<file path="src/rtl/calc_entry_ctrl_pkg.sv">
// calc_pkg: shared states, key classes, display codes and scan-code table for calc_entry_ctrl.
package calc_pkg;
    typedef enum logic [1:0] {S_A = 2'd0, S_B = 2'd1, S_RES = 2'd2} state_t;
    typedef enum logic [2:0] {KC_NONE, KC_DIGIT, KC_PLUS, KC_MINUS, KC_ENTER, KC_CLEAR} key_class_t;
    localparam logic [3:0] DIG_MINUS = 4'hA;
    localparam logic [3:0] DIG_BLANK = 4'hF;
    localparam logic [8:0] DIGIT_SC [10] = '{9'h045, 9'h016, 9'h01E, 9'h026, 9'h025,
                                             9'h02E, 9'h036, 9'h03D, 9'h03E, 9'h046};
    function automatic logic [6:0] shift_digit(logic [6:0] x, logic [3:0] d);
        return (x % 7'd10) * 7'd10 + 7'(d);
    endfunction
    function automatic logic signed [8:0] calc_result(logic [6:0] a, logic [6:0] b, logic sub);
        logic signed [8:0] sa, sb;
        sa = $signed({2'b00, a});
        sb = $signed({2'b00, b});
        return sub ? sa - sb : sa + sb;
    endfunction
    function automatic logic [15:0] bcd_display(state_t s, logic [6:0] a, logic [6:0] b, logic sub);
        logic signed [8:0] r;
        logic [7:0] m;
        logic [7:0] at_ao, bt_bo;
        r = calc_result(a, b, sub);
        m = r[8] ? 8'(-r) : r[7:0];
        at_ao = {4'(a / 7'd10), 4'(a % 7'd10)};
        bt_bo = {4'(b / 7'd10), 4'(b % 7'd10)};
        return s == S_A ? {DIG_BLANK, DIG_BLANK, at_ao} :
               s == S_B ? {at_ao, bt_bo} :
               {r[8] ? DIG_MINUS : DIG_BLANK, 4'(m / 8'd100), 4'((m % 8'd100) / 8'd10), 4'(m % 8'd10)};
    endfunction
endpackage

</file>
<file path="src/rtl/calc_entry_ctrl_if.sv">
// calc_entry_ctrl_if: key event inputs and display/status outputs of the calculator controller.
interface calc_entry_ctrl_if;
    logic        key_valid;
    logic [8:0]  last_change;
    logic        key_held;
    logic [15:0] disp_digits;
    logic [1:0]  state;
    logic        op_sub;
    logic        result_valid;
    modport master (output key_valid, last_change, key_held,
                    input disp_digits, state, op_sub, result_valid);
    modport slave  (input key_valid, last_change, key_held,
                    output disp_digits, state, op_sub, result_valid);
endinterface

</file>
<file path="src/rtl/calc_entry_ctrl_key_map.sv">
// calc_key_map: combinational scan code to key class and digit value.
module calc_key_map
    import calc_pkg::*;
#(
    parameter logic [8:0] KEY_PLUS  = 9'h079,
    parameter logic [8:0] KEY_MINUS = 9'h07B,
    parameter logic [8:0] KEY_ENTER = 9'h05A,
    parameter logic [8:0] KEY_CLEAR = 9'h076
) (
    input  logic [8:0]  code,
    output key_class_t  kc,
    output logic [3:0]  digit
);
    always_comb begin
        kc = KC_NONE;
        digit = 4'd0;
        for (int i = 0; i < 10; i++)
            if (code == DIGIT_SC[i]) begin
                kc = KC_DIGIT;
                digit = 4'(i);
            end
        if (code == KEY_PLUS)  kc = KC_PLUS;
        if (code == KEY_MINUS) kc = KC_MINUS;
        if (code == KEY_ENTER) kc = KC_ENTER;
        if (code == KEY_CLEAR) kc = KC_CLEAR;
    end
endmodule

</file>
<file path="src/rtl/calc_entry_ctrl.sv">
// calc_entry_ctrl: two-operand decimal calculator entry FSM driving four BCD display digits.
// Define CALC_CHAIN_EN to let an op key in S_RES continue from an in-range result.
module calc_entry_ctrl
    import calc_pkg::*;
#(
    parameter logic [8:0] KEY_PLUS  = 9'h079,
    parameter logic [8:0] KEY_MINUS = 9'h07B,
    parameter logic [8:0] KEY_ENTER = 9'h05A,
    parameter logic [8:0] KEY_CLEAR = 9'h076
) (
    input logic clk,
    input logic reset,
    calc_entry_ctrl_if.slave bus
);
    state_t      st, st_n;
    logic [6:0]  a, a_n, b, b_n;
    logic        sub, sub_n, rv, rv_n;
    logic [15:0] disp;
    logic [8:0]  trk_code;
    logic        trk_valid;
    key_class_t  kc;
    logic [3:0]  dv;
    logic        press, is_op;
    calc_key_map #(.KEY_PLUS(KEY_PLUS), .KEY_MINUS(KEY_MINUS), .KEY_ENTER(KEY_ENTER),
                   .KEY_CLEAR(KEY_CLEAR)) u_map (.code(bus.last_change), .kc(kc), .digit(dv));
    // A make of the key already held is a typematic repeat, not a press
    assign press = bus.key_valid & bus.key_held & !(trk_valid & bus.last_change == trk_code);
    assign is_op = kc == KC_PLUS || kc == KC_MINUS;
    always_comb begin
        st_n = st;
        a_n = a;
        b_n = b;
        sub_n = sub;
        rv_n = rv;
`ifdef CALC_CHAIN_EN
        begin : chain
            logic signed [8:0] r;
            r = calc_result(a, b, sub);
            if (press && st == S_RES && is_op && !r[8] && r[7:0] <= 8'd99) begin
                a_n = r[6:0];
                b_n = 7'd0;
                sub_n = kc == KC_MINUS;
                rv_n = 1'b0;
                st_n = S_B;
            end
        end
`endif
        if (press && kc == KC_CLEAR) begin
            st_n = S_A;
            a_n = 7'd0;
            b_n = 7'd0;
            sub_n = 1'b0;
            rv_n = 1'b0;
        end else if (press) begin
            case (st)
                S_A: begin
                    if (kc == KC_DIGIT) a_n = shift_digit(a, dv);
                    if (is_op) begin
                        sub_n = kc == KC_MINUS;
                        b_n = 7'd0;
                        st_n = S_B;
                    end
                end
                S_B: begin
                    if (kc == KC_DIGIT) b_n = shift_digit(b, dv);
                    if (is_op) sub_n = kc == KC_MINUS;
                    if (kc == KC_ENTER) begin
                        st_n = S_RES;
                        rv_n = 1'b1;
                    end
                end
                S_RES: begin
                    if (kc == KC_DIGIT) begin
                        a_n = 7'(dv);
                        b_n = 7'd0;
                        rv_n = 1'b0;
                        st_n = S_A;
                    end
                end
                default: st_n = S_A;
            endcase
        end
    end
    always_ff @(posedge clk) begin
        if (reset) begin
            st <= S_A;
            a <= 7'd0;
            b <= 7'd0;
            sub <= 1'b0;
            rv <= 1'b0;
            disp <= {DIG_BLANK, DIG_BLANK, 8'h00};
            trk_code <= 9'd0;
            trk_valid <= 1'b0;
        end else begin
            st <= st_n;
            a <= a_n;
            b <= b_n;
            sub <= sub_n;
            rv <= rv_n;
            disp <= bcd_display(st_n, a_n, b_n, sub_n);
            if (press) begin
                trk_code <= bus.last_change;
                trk_valid <= 1'b1;
            end else if (bus.key_valid && !bus.key_held && bus.last_change == trk_code) begin
                trk_valid <= 1'b0;
            end
        end
    end
    assign bus.disp_digits = disp;
    assign bus.state = st;
    assign bus.op_sub = sub;
    assign bus.result_valid = rv;
endmodule

</file>
<file path="src/flat_wrapper.sv">
// flat-port wrapper written by rule: the top's interface ports become plain ports
module calc_entry_ctrl_flat import calc_pkg::*;
#(
    parameter logic [8:0] KEY_PLUS  = 9'h079,
    parameter logic [8:0] KEY_MINUS = 9'h07B,
    parameter logic [8:0] KEY_ENTER = 9'h05A,
    parameter logic [8:0] KEY_CLEAR = 9'h076
)
  (clk, reset, bus_key_valid, bus_last_change, bus_key_held, bus_disp_digits, bus_state, bus_op_sub, bus_result_valid);
  calc_entry_ctrl_if bus_i ();
  input logic clk;
  input logic reset;
  input wire logic [$bits(bus_i.key_valid)-1:0] bus_key_valid;
  input wire logic [$bits(bus_i.last_change)-1:0] bus_last_change;
  input wire logic [$bits(bus_i.key_held)-1:0] bus_key_held;
  output wire logic [$bits(bus_i.disp_digits)-1:0] bus_disp_digits;
  output wire logic [$bits(bus_i.state)-1:0] bus_state;
  output wire logic [$bits(bus_i.op_sub)-1:0] bus_op_sub;
  output wire logic [$bits(bus_i.result_valid)-1:0] bus_result_valid;
  assign bus_i.key_valid = bus_key_valid;
  assign bus_i.last_change = bus_last_change;
  assign bus_i.key_held = bus_key_held;
  assign bus_disp_digits = bus_i.disp_digits;
  assign bus_state = bus_i.state;
  assign bus_op_sub = bus_i.op_sub;
  assign bus_result_valid = bus_i.result_valid;
  calc_entry_ctrl #(.KEY_PLUS(KEY_PLUS), .KEY_MINUS(KEY_MINUS), .KEY_ENTER(KEY_ENTER), .KEY_CLEAR(KEY_CLEAR)) u_core (.clk(clk), .reset(reset), .bus(bus_i));
endmodule
</file>
<file path="config.mk">
export PLATFORM = sky130hd
export DESIGN_NAME = calc_entry_ctrl_flat
export DESIGN_NICKNAME = d
export VERILOG_FILES = /design/src/rtl/calc_entry_ctrl_pkg.sv /design/src/rtl/calc_entry_ctrl_if.sv /design/src/rtl/calc_entry_ctrl_key_map.sv /design/src/rtl/calc_entry_ctrl.sv /design/src/flat_wrapper.sv
export SDC_FILE = /design/constraint.sdc
export NUM_CORES = 1
export LEC_CHECK = 0
export ABC_CLOCK_PERIOD_IN_PS = 11600
export CAP_MARGIN = 30
export CORE_MARGIN = 10
export CORE_UTILIZATION = 35
export CTS_BUF_LIST = sky130_fd_sc_hd__clkbuf_8
export DETAILED_ROUTE_END_ITERATION = 12
export DONT_BUFFER_PORTS = 1
export GPL_TIMING_DRIVEN = 1
export HOLD_SLACK_MARGIN = 0.12
export PLACE_DENSITY = 0.54
export SETUP_SLACK_MARGIN = 0.2
export SYNTH_ARGS = -nofsm -noshare
export SYNTH_HDL_FRONTEND = slang
export SYNTH_SLANG_ARGS = --single-unit
</file>
<file path="constraint.sdc">
create_clock -name clk -period 11.6 [get_ports clk]
set_input_delay 1.74 -clock clk [delete_from_list [all_inputs] [get_ports clk]]
set_output_delay 1.74 -clock clk [all_outputs]
set_load 0.01 [all_outputs]
</file>
==> reports/metrics.cfg <==
[logic_synthesis]
yosysMostFrequentCell = nor2_1
synth_common_cells = nor2_1 (93), nand2_1 (84), a21oi_1 (49)
ys.flop_type = dfxtp_1
ys_types = 104
ys_ff_latch = 44
postSynthCellCount = 903
synth-edff-count = 0
syn-num-nets = 965
synth_seq_area_share_pct = 13.4
netlist.top_cell.by_area = dfxtp_1
postSynthAreaPerCell_um2 = 7.26
postSynth.asyncResetShare_pct = 0
synth_top_area_share_pct = 13.4
yosys-top-cells-area = dfxtp_1 (13%), ha_1 (8.2%), nor2_1 (5.3%), nand2_1 (4.8%), xnor2_1 (3.9%)
syn_area_mm2 = 0.00655
ys_warn_count = 0

[critical_path]
critPathLaunch = u_core.a[5]
worst-setup-path-type = flop to flop
path_common_cell = ha_1
crit_path_top_delay_cell = a2111oi_0
start_kind = flop
worstSetupEndpointType = flop
critPathMaxFanout = 11
cp_num_cells = 37
required_ns = 11.81
cp_num_buf_inv = 3
slowest_delay_ns = 0.56
reg2reg_depth = 37
cp_data_arrival_time_ns = 10.69
r2r-start = u_core.a[5]
cp_top_family = compound AO/OA/AOI/OAI gates

[sta]
tightest_slew_ns = 0.923
fin_crit_ns = 10.48
rsz0062_at_grt = no
setup_ws_ns = 1.12
hold_violations = 0
max_freq_mhz = 95.5
drv_slew = 0
fin_worst_skew_ns = 0.0182
timing.final.crit_share_pct = 90.3
setup-violations-final = 0
slew_headroom_pct = 38.5
finalSetupTns_ns = 0

[cts]
cts.root.buffer_cell = clkbuf_8
clk_pin_slew_ns = 0.10
clk_path_buf_depth = 2
clk_latency_ns = 0.32
cts_inserted_buffers = 5
holdBufCountCts = 0
cts_setup_buffers = 0
cts_resized = 0
cts_max_level = 2
cts_tree = done
cts_sinks = 44

[place]
hpwl_um = 15300
portBuffers = 0
gp_congestion = 0.926
dpl_worst_slack_ns = 1.36

[routing]
viasPerCell = 6.12
ant_nets = 0
wl_per_cell_um = 17.8
drcViolationCount = 0
vias = 6744
totalWireLength_um = 19600
drt_first_pass_iters = 5
drt-initial-drc-count = 715

[floorplanning]
rows = 49
start_util_pct = 36.0
fp.dieH_um = 157
dieArea_mm2 = 0.0246
pin_count = 33
core_area_mm2 = 0.0182
fp.dieW_um = 157

[min_path]
worstHoldPathType = flop to flop
hold_start = u_core.trk_code[1]
hold_depth = 2

[power_and_ir_drop]
p_leak_nw = 2.52
ir_drop_mv = 0.0343
power_density_mw_per_mm2 = 46.9

[grt]
grt_pass1_wl_um = 32300
globalRouteOverflowTotal = 0
grt_usage_pct = 15.6
grt_max_degree = 29
grt_pass1_vias = 6147
antenna_found_initial = 0

[run]
cap_violations = 0

[finish]
layout-drive-gt1-share_pct = 6.76
final_util_pct = 37.4
synthToLayoutAreaGrowth_pct = 3.97
diodes = 0
nFillCells = 1920
final_nets = 934

[status]
status = complete, no violations

cell usage in the layout (no fill, tap or decap), drive strengths merged, types with 7 or more instances in the layout:
master / count
nand2: 84
a221oi: 8
a21oi: 51
inv: 42
a31oi: 15
a21o: 21
or2: 12
o22a: 7
nor3: 34
nand3: 22
nor2b: 19
and2: 14
xor2: 20
o211ai: 14
xnor2: 30
a211oi: 9
o21ai: 50
nand2b: 18
nand4: 12
o31ai: 8
a211o: 8
dfxtp: 44
or3: 7
ha: 43
nor2: 93
a22oi: 16
o21a: 12
o22ai: 15
mux2i: 11
sequential cells by signal (all words and copies together) (netlist names):
signal / cells
u_core.a: 7
u_core.bus.result_valid: 1
u_core.trk_valid: 1
u_core.bus.state: 2
u_core.b: 7
u_core.bus.op_sub: 1
u_core.bus.disp_digits: 16
u_core.trk_code: 9
report_power, final:
group	switching (mW)	internal [mW]	total, mW	leakage (nW)
clock network	0.0633	0.0651	0.128	0.0548
registers	0.00172	0.153	0.155	0.356
logic	0.0215	0.0147	0.0361	2.11
worst min-delay path: cells and delay by family, from the launching register on:
kind / cells / cell delay, ns
compound gates: 1 / 0.05
flops: 1 / 0.33
simple gates: 1 / 0.05
through the flow:
stage / hold WS (ns) / instances / power (mW) / instance area, µm²
global placement: 0.452 / 1094 / 0.194 / 6700
detailed placement: 0.455 / 1094 / 0.194 / 6700
finish: 0.470 / 1102 / 0.319 / 6810
CTS: 0.471 / 1102 / 0.322 / 6810
global route: 0.484 / 1102 / 0.331 / 6810
floorplan: 0.448 / 903 / 0.191 / 6550
cell families (layout without fill, tap and decap cells):
family / after synthesis / in the layout / synth area share [%]
adders and majority gates: 50 / 50 / 10.2
muxes: 13 / 13 / 2.20
DFF: 44 / 44 / 13.4
xor gates and xnor gates: 51 / 51 / 7.14
AOI/OAI and AO/OA: 307 / 307 / 34.7
buffers and inverters: 86 / 56 / 5.25
and+or+nand+nor: 352 / 352 / 27.1
final timing paths:
check | end | slack [ns]
setup / recovery | u_core.bus.disp_digits[4] | 1.12
hold / removal | u_core.trk_code[1] | 0.47
setup reg to reg | u_core.bus.disp_digits[4] | 1.12
hold reg to reg | u_core.trk_code[1] | 0.47
layout make-up:
| type | count | area, µm² | area share [%] |
|---|---|---|---|
| clock buffer | 5 | 68.8 | 1.01 |
| clock inverter | 3 | 46.3 | 0.680 |
| inverter | 42 | 158 | 2.31 |
| multi-input combinational | 773 | 5330 | 78.2 |
| sequential | 44 | 881 | 12.9 |
| tap | 229 | 287 | 4.21 |
| timing repair buffer | 6 | 45.0 | 0.661 |
routing by layer:
layer  GRT usage, %  wire (µm)  up-vias
met5              0          0        -
met4           4.18        353        0
met3          0.603        596       19
met2           25.6       9130      168
met1           21.7       9530     3237
li1               -          -     3320
Note: power is estimated with default switching activity, not from simulation.
